**config.mk**
```make
export PLATFORM = sky130hd
export DESIGN_NAME = imem_fetch_ctrl
export DESIGN_NICKNAME = d
export VERILOG_FILES = /design/src/rtl/imem_fetch_ctrl.sv
export SDC_FILE = /design/constraint.sdc
export NUM_CORES = 1
export LEC_CHECK = 0
export ABC_AREA = 1
export ABC_CLOCK_PERIOD_IN_PS = 6860
export CORE_MARGIN = 3
export CORE_UTILIZATION = 48
export DETAILED_ROUTE_END_ITERATION = 7
export PLACE_DENSITY = 0.85
export SYNTH_ARGS = -nofsm -noshare
export SYNTH_HDL_FRONTEND = slang
export SYNTH_SLANG_ARGS = --single-unit
```
**constraint.sdc**
```tcl
create_clock -name clk -period 6.86 [get_ports clk]
set_input_delay 2.058 -clock clk [delete_from_list [all_inputs] [get_ports clk]]
set_output_delay 2.058 -clock clk [all_outputs]
set_load 0.03 [all_outputs]
```
**src/rtl/imem_fetch_ctrl.sv**
```systemverilog
// ---------------------------------------------------------------------------
// imem_fetch_ctrl
//
// Instruction-fetch sequencer between decode and a single-cycle registered
// instruction memory. Owns the program counter and drives the memory read
// address. It hides the one-cycle read latency and hands fetched words to
// decode over a valid/ready handshake. Backpressure replays the in-flight
// address so mem_rdata stays coherent. Redirects flush stale fetches and
// cost one bubble.
//
// Optional feature macro: IFETCH_BOUNDS_CHECK_EN
//   When defined, a fetch beyond MEM_DEPTH words is not presented. Instead
//   the block parks in a FAULT state with fetch_fault high until a redirect
//   or reset. When undefined, fetch_fault is tied 0 and out-of-range
//   addresses are fetched unchecked.
//
// Parameters:
//   RESET_PC   byte address fetched first after reset
//   MEM_DEPTH  instruction memory depth in 32-bit words (bounds check only)
//
// Ports:
//   clk             clock, rising edge
//   reset           asynchronous active-high reset
//   mem_addr        byte read address to the instruction memory
//   mem_rdata       memory word addressed by mem_addr in the previous cycle
//   inst_valid      inst/inst_pc pair is valid
//   inst_ready      decode accepts the pair this cycle
//   inst            fetched instruction word
//   inst_pc         byte address of inst
//   redirect_valid  branch/jump target valid this cycle
//   redirect_pc     target byte address (bits [1:0] ignored)
//   fetch_fault     out-of-range fetch detected
// ---------------------------------------------------------------------------
module imem_fetch_ctrl #(
    parameter logic [31:0] RESET_PC  = 32'h0000_0000,
    parameter int unsigned MEM_DEPTH = 64
) (
    input  logic        clk,
    input  logic        reset,
    output logic [31:0] mem_addr,
    input  logic [31:0] mem_rdata,
    output logic        inst_valid,
    input  logic        inst_ready,
    output logic [31:0] inst,
    output logic [31:0] inst_pc,
    input  logic        redirect_valid,
    input  logic [31:0] redirect_pc,
    output logic        fetch_fault
);

    logic [31:0] fetch_pc;
    logic [31:0] inflight_pc;
    logic        inflight_valid;
    logic        advance;
    logic        stall;
    logic [31:0] redirect_tgt;

`ifdef IFETCH_BOUNDS_CHECK_EN
    localparam logic [0:0] ST_RUN   = 1'b0;
    localparam logic [0:0] ST_FAULT = 1'b1;

    // 33 bits so a 2^30-word memory still has a representable byte limit
    localparam logic [32:0] MEM_BYTES = 33'(MEM_DEPTH) << 2;

    logic [0:0] state;
    logic       out_of_range;

    assign out_of_range = inflight_valid && ({1'b0, inflight_pc} >= MEM_BYTES);
`else
    // MEM_DEPTH only matters to the bounds check
    logic unused_mem_depth;
    assign unused_mem_depth = ^MEM_DEPTH;
    assign fetch_fault      = 1'b0;
`endif

    assign advance      = !inst_valid || inst_ready;
    assign stall        = !advance;
    assign redirect_tgt = redirect_pc & 32'hFFFF_FFFC;

    // Redirect beats everything. While stalled, re-issue the in-flight address
    // so the memory keeps returning the word that has not yet been captured.
    always_comb begin
        mem_addr = fetch_pc;
        if (redirect_valid) begin
            mem_addr = redirect_tgt;
        end
`ifdef IFETCH_BOUNDS_CHECK_EN
        else if (state == ST_FAULT) begin
            mem_addr = fetch_pc;
        end
`endif
        else if (stall) begin
            mem_addr = inflight_pc;
        end
    end

    always_ff @(posedge clk or posedge reset) begin
        if (reset) begin
            fetch_pc       <= RESET_PC;
            inflight_pc    <= RESET_PC;
            inflight_valid <= 1'b0;
            inst_valid     <= 1'b0;
            inst           <= '0;
            inst_pc        <= '0;
`ifdef IFETCH_BOUNDS_CHECK_EN
            state          <= ST_RUN;
            fetch_fault    <= 1'b0;
`endif
        end else if (redirect_valid) begin
            // Drop whatever is presented; any simultaneous handshake has
            // already been consumed by decode this cycle.
            inst_valid     <= 1'b0;
            inflight_pc    <= redirect_tgt;
            inflight_valid <= 1'b1;
            fetch_pc       <= redirect_tgt + 32'd4;
`ifdef IFETCH_BOUNDS_CHECK_EN
            state          <= ST_RUN;
            fetch_fault    <= 1'b0;
`endif
        end
`ifdef IFETCH_BOUNDS_CHECK_EN
        else if (state == ST_FAULT) begin
            // parked until redirect or reset
        end
`endif
        else if (advance) begin
`ifdef IFETCH_BOUNDS_CHECK_EN
            if (out_of_range) begin
                inst_valid     <= 1'b0;
                inflight_valid <= 1'b0;
                fetch_fault    <= 1'b1;
                state          <= ST_FAULT;
            end else
`endif
            begin
                inst_valid     <= inflight_valid;
                inst           <= mem_rdata;
                inst_pc        <= inflight_pc;
                inflight_pc    <= fetch_pc;
                inflight_valid <= 1'b1;
                fetch_pc       <= fetch_pc + 32'd4;
            end
        end
    end

endmodule

```
==> results.txt <==
----------------------------------------------------
[Cells and area]
  Commonest cells after routing, fill and taps aside ... nand2_1, clkdlybuf4s50_1, dfrtp_1
  Most common library cell in the layout ignoring fill and taps ... nand2_1
  Sequential cell area ... 3200 um2
  Layout overhead on the synthesized area ... 38.8%
  Diode count ... 0
  Fraction of final layout cells sized beyond drive strength 1 ... 17.6%
  Net count, final ... about 900
  Area used by multi-input combinational logic ... ~2400 um2
  Filler Cell Count ... 909

[Global route]
  Initial antenna violation count ... 0
  Number of global-route vias before repair ... around 5200
  Pin count of the biggest net entering global routing ... 87
  Overall track demand over capacity in global routing ... around a quarter
  Overflow left after global routing ... 0
  First-pass GRT wire length ... 26000 um

[Synth]
  Sequential-to-total area share from yosys stat ... between 50% and 60%
  Count of state elements after synthesis ... 128
  Syn nets ... between 700 and 800
  Syn Std Cell Area ... 6000 um2
  Syn Inst Count ... 670
  Post-synth cell types ... 32
  Synth warn ... 0
  Synthesized area per cell ... 8.96 um2

[Floorplanning]
  Total die area ... approximately 14000 um2
  Die height ... 118 um
  Die Span X ... around 120 um
  Number of top-level design ports ... between 150 and 200
  Core Rows ... 40
  Area of the core ... approximately 12000 um2
  Initial Utilization ... 49.6%

[Place]
  Input/output buffers ... approximately 160
  Routability Congestion ... around 0.93
  Detailed placer's ending HPWL ... between 10000 and 15000 um

[Timing]
  Worst slew margin relative to its limit ... 37.2%
  Final setup TNS ... 0 ns
  Pins Over Slew Limit ... 0
  Slew at the pin closest to its max-slew limit ... 0.942 ns
  Total of endpoints with negative setup slack in the final report ... 0
  Fin. Hold Viols ... 0
  Worst-case clock skew ... around 0.0076 ns
  Post-route clock period utilization ... about nine tenths
  Highest clock rate ... between 0.15 and 0.2 GHz
  Final critical delay including setup and external delays ... 6.12 ns
  Unrepaired setup endpoints after global routing ... false

[Power and ir drop]
  Maximum ir drop on the vdd rail ... about 0.14 mV
  Leakage power summed over all cells ... slightly below 4 nW
  Areal power density over the cells ... about 280 nW/um2
  Post-layout total power ... around 2.3 mW

[Critical path]
  R2R Path Start ... inst_valid
  Launching instance or port of the critical path ... redirect_valid
  R2R setup slack ... between 4 and 5 ns
  CP startpoint kind ... input pin
  Critical Path Fanout Max ... 52
  CP endpoint kind ... primary output
  Data arrival time of the worst path ... about 4.1 ns
  End point of the critical path ... mem_addr[26]
  Kind of critical path ... in -> out
  End of the worst register-to-register path ... inst[10]
  Required time at the worst-slack endpoint ... ~4.8 ns
  R2R depth ... 6

[Clock tree]
  CTS tree ... built
  Hold buffer count at CTS ... 0
  CTS Root Buffer Type ... clkbuf_16
  TritonCTS Buffers ... 17
  Clock Tree Buf Depth ... 2
  Clock transition at the registers of the reported paths ... roughly 0.06 ns
  Setup bufs post-CTS ... 0
  Post-cts gate resize count ... 0
  Source-to-sink clock delay at the later pin of the worst-skew pair ... between 0.4 and 0.5 ns
  Clock sink count ... 128
  Number of H-tree branching levels ... 4

[Worst hold path]
  HP Class ... reg -> reg

[Drt]
  Drt first pass iters ... 5
  Number of DRC violations after detailed-routing iteration 0 ... 437
  Detailed-route wire length ... 15800 um
  Overall via count from detail_route ... approximately 5200
  Post-route antenna net violation count ... 0
  Average routed wire per standard cell ... 15.7 um
  Mean number of vias per cell ... slightly above 5
  DR DRC count ... 0

[Run]
  Number of maximum-capacitance violations ... 0

[Outcome]
  Run status ... complete, no violations

----------------------------------------------------
through the flow:
stage | hold WS [ns] | utilization (%) | worst slack (ns) | cells | instance area, um2
floorplan | 0.422 | - | 1.27 | 670 | 6000
global placement | 0.434 | 64.0 | 0.753 | 978 | 7750
detailed placement | 0.446 | 64.0 | 0.758 | 978 | 7750
CTS | 0.458 | 68.8 | 0.737 | 1010 | 8340
global route | 0.498 | 68.8 | 0.647 | 1010 | 8340
finish | 0.456 | 68.8 | 0.739 | 1010 | 8340
synthesized netlist by cell type:
| cell type | count | area (um2) |
|---|---|---|
| buf_12 | 1 | 20.0 |
| dfrtp_1 | 128 | 3200 |
| xor2_1 | 7 | 61.3 |
| mux2_2 | 32 | 360 |
| o22ai_1 | 2 | 12.5 |
| o21ai_1 | 5 | 25.0 |
| o21ai_0 | 41 | 205 |
| o221ai_1 | 29 | 254 |
| buf_6 | 2 | 22.5 |
| nor2_1 | 34 | 128 |
| inv_4 | 1 | 6.26 |
| buf_2 | 11 | 55.1 |
| clkbuf_1 | 11 | 41.3 |
| nand3_2 | 1 | 10.0 |
| buf_4 | 4 | 30.0 |
| nor2_8 | 1 | 20.0 |
| nand2_2 | 23 | 144 |
| nand3b_1 | 2 | 15.0 |
| inv_1 | 57 | 214 |
| xnor2_1 | 1 | 8.76 |
| nand2_4 | 2 | 22.5 |
| inv_2 | 3 | 11.3 |
| nand2_1 | 232 | 871 |
| xor2_2 | 1 | 16.3 |
| a21oi_1 | 4 | 20.0 |
| nor2_4 | 6 | 67.6 |
| clkinv_1 | 1 | 3.75 |
| nand3_1 | 18 | 90.1 |
| ha_1 | 1 | 12.5 |
| nor2_2 | 6 | 37.5 |
| and2_1 | 2 | 12.5 |
| conb_1 | 1 | 3.75 |
report_power, final:
| group | switching, mW | internal [mW] |
|---|---|---|
| Combinational | 0.342 | 0.233 |
| Sequential | 0.0452 | 0.849 |
| Clock | 0.337 | 0.541 |
| Total | 0.725 | 1.62 |
area by class of cell:
type	instances	area share (%)
inverters	62	2.85
flip-flops and latches	128	38.4
well taps	168	2.52
clock inverters	10	1.23
multi-input cells	451	28.8
repair buffers	169	20.3
clock buffers	22	5.81
how the worst min path moves through the flow:
stage                              start              to  slack, ns  depth (start not counted)
final                     inflight_valid  inflight_valid       0.46                          2
after global routing        fetch_pc[27]    fetch_pc[27]       0.50                          2
after CTS                 inflight_valid  inflight_valid       0.46                          2
after detailed placement  inflight_valid  inflight_valid       0.45                          2
after global placement    inflight_valid  inflight_valid       0.43                          2
after floorplan           inflight_valid  inflight_valid       0.42                          2
cells by family (layout without fill, tap and decap cells):
logic type,Yosys count,count (layout),synth area share (%)
flip-flops,128,128,53.3
AND/OR/NAND/NOR,327,327,23.6
other,1,1,0.0625
buffers and inverters,91,263,6.73
adder cells (fa/ha/maj),1,1,0.208
multiplexers,32,32,6.00
XOR/XNOR,9,9,1.44
AO/OA/AOI/OAI,81,81,8.61
registers in the layout, indices dropped and copies added, names as in the netlist:
register / flops
inflight_pc: 32
inst_valid: 1
inst: 32
inst_pc: 32
inflight_valid: 1
fetch_pc: 30
critical path, cell delays in order:
cell and delay, ns:
clkdlybuf4s50_1 0.61, nor2_2 0.09, inv_2 0.69, o221ai_1 0.37, buf_12 0.24
metal layers:
| metal | track usage, % | wire length, um | vias up |
|---|---|---|---|
| li1 | - | - | 2481 |
| met1 | 29.5 | 6680 | 2457 |
| met2 | 39.1 | 7770 | 191 |
| met3 | 5.62 | 920 | 33 |
| met4 | 9.08 | 453 | 0 |
| met5 | 0 | 0 | - |
No activity file was read; power rests on OpenSTA's default activity.
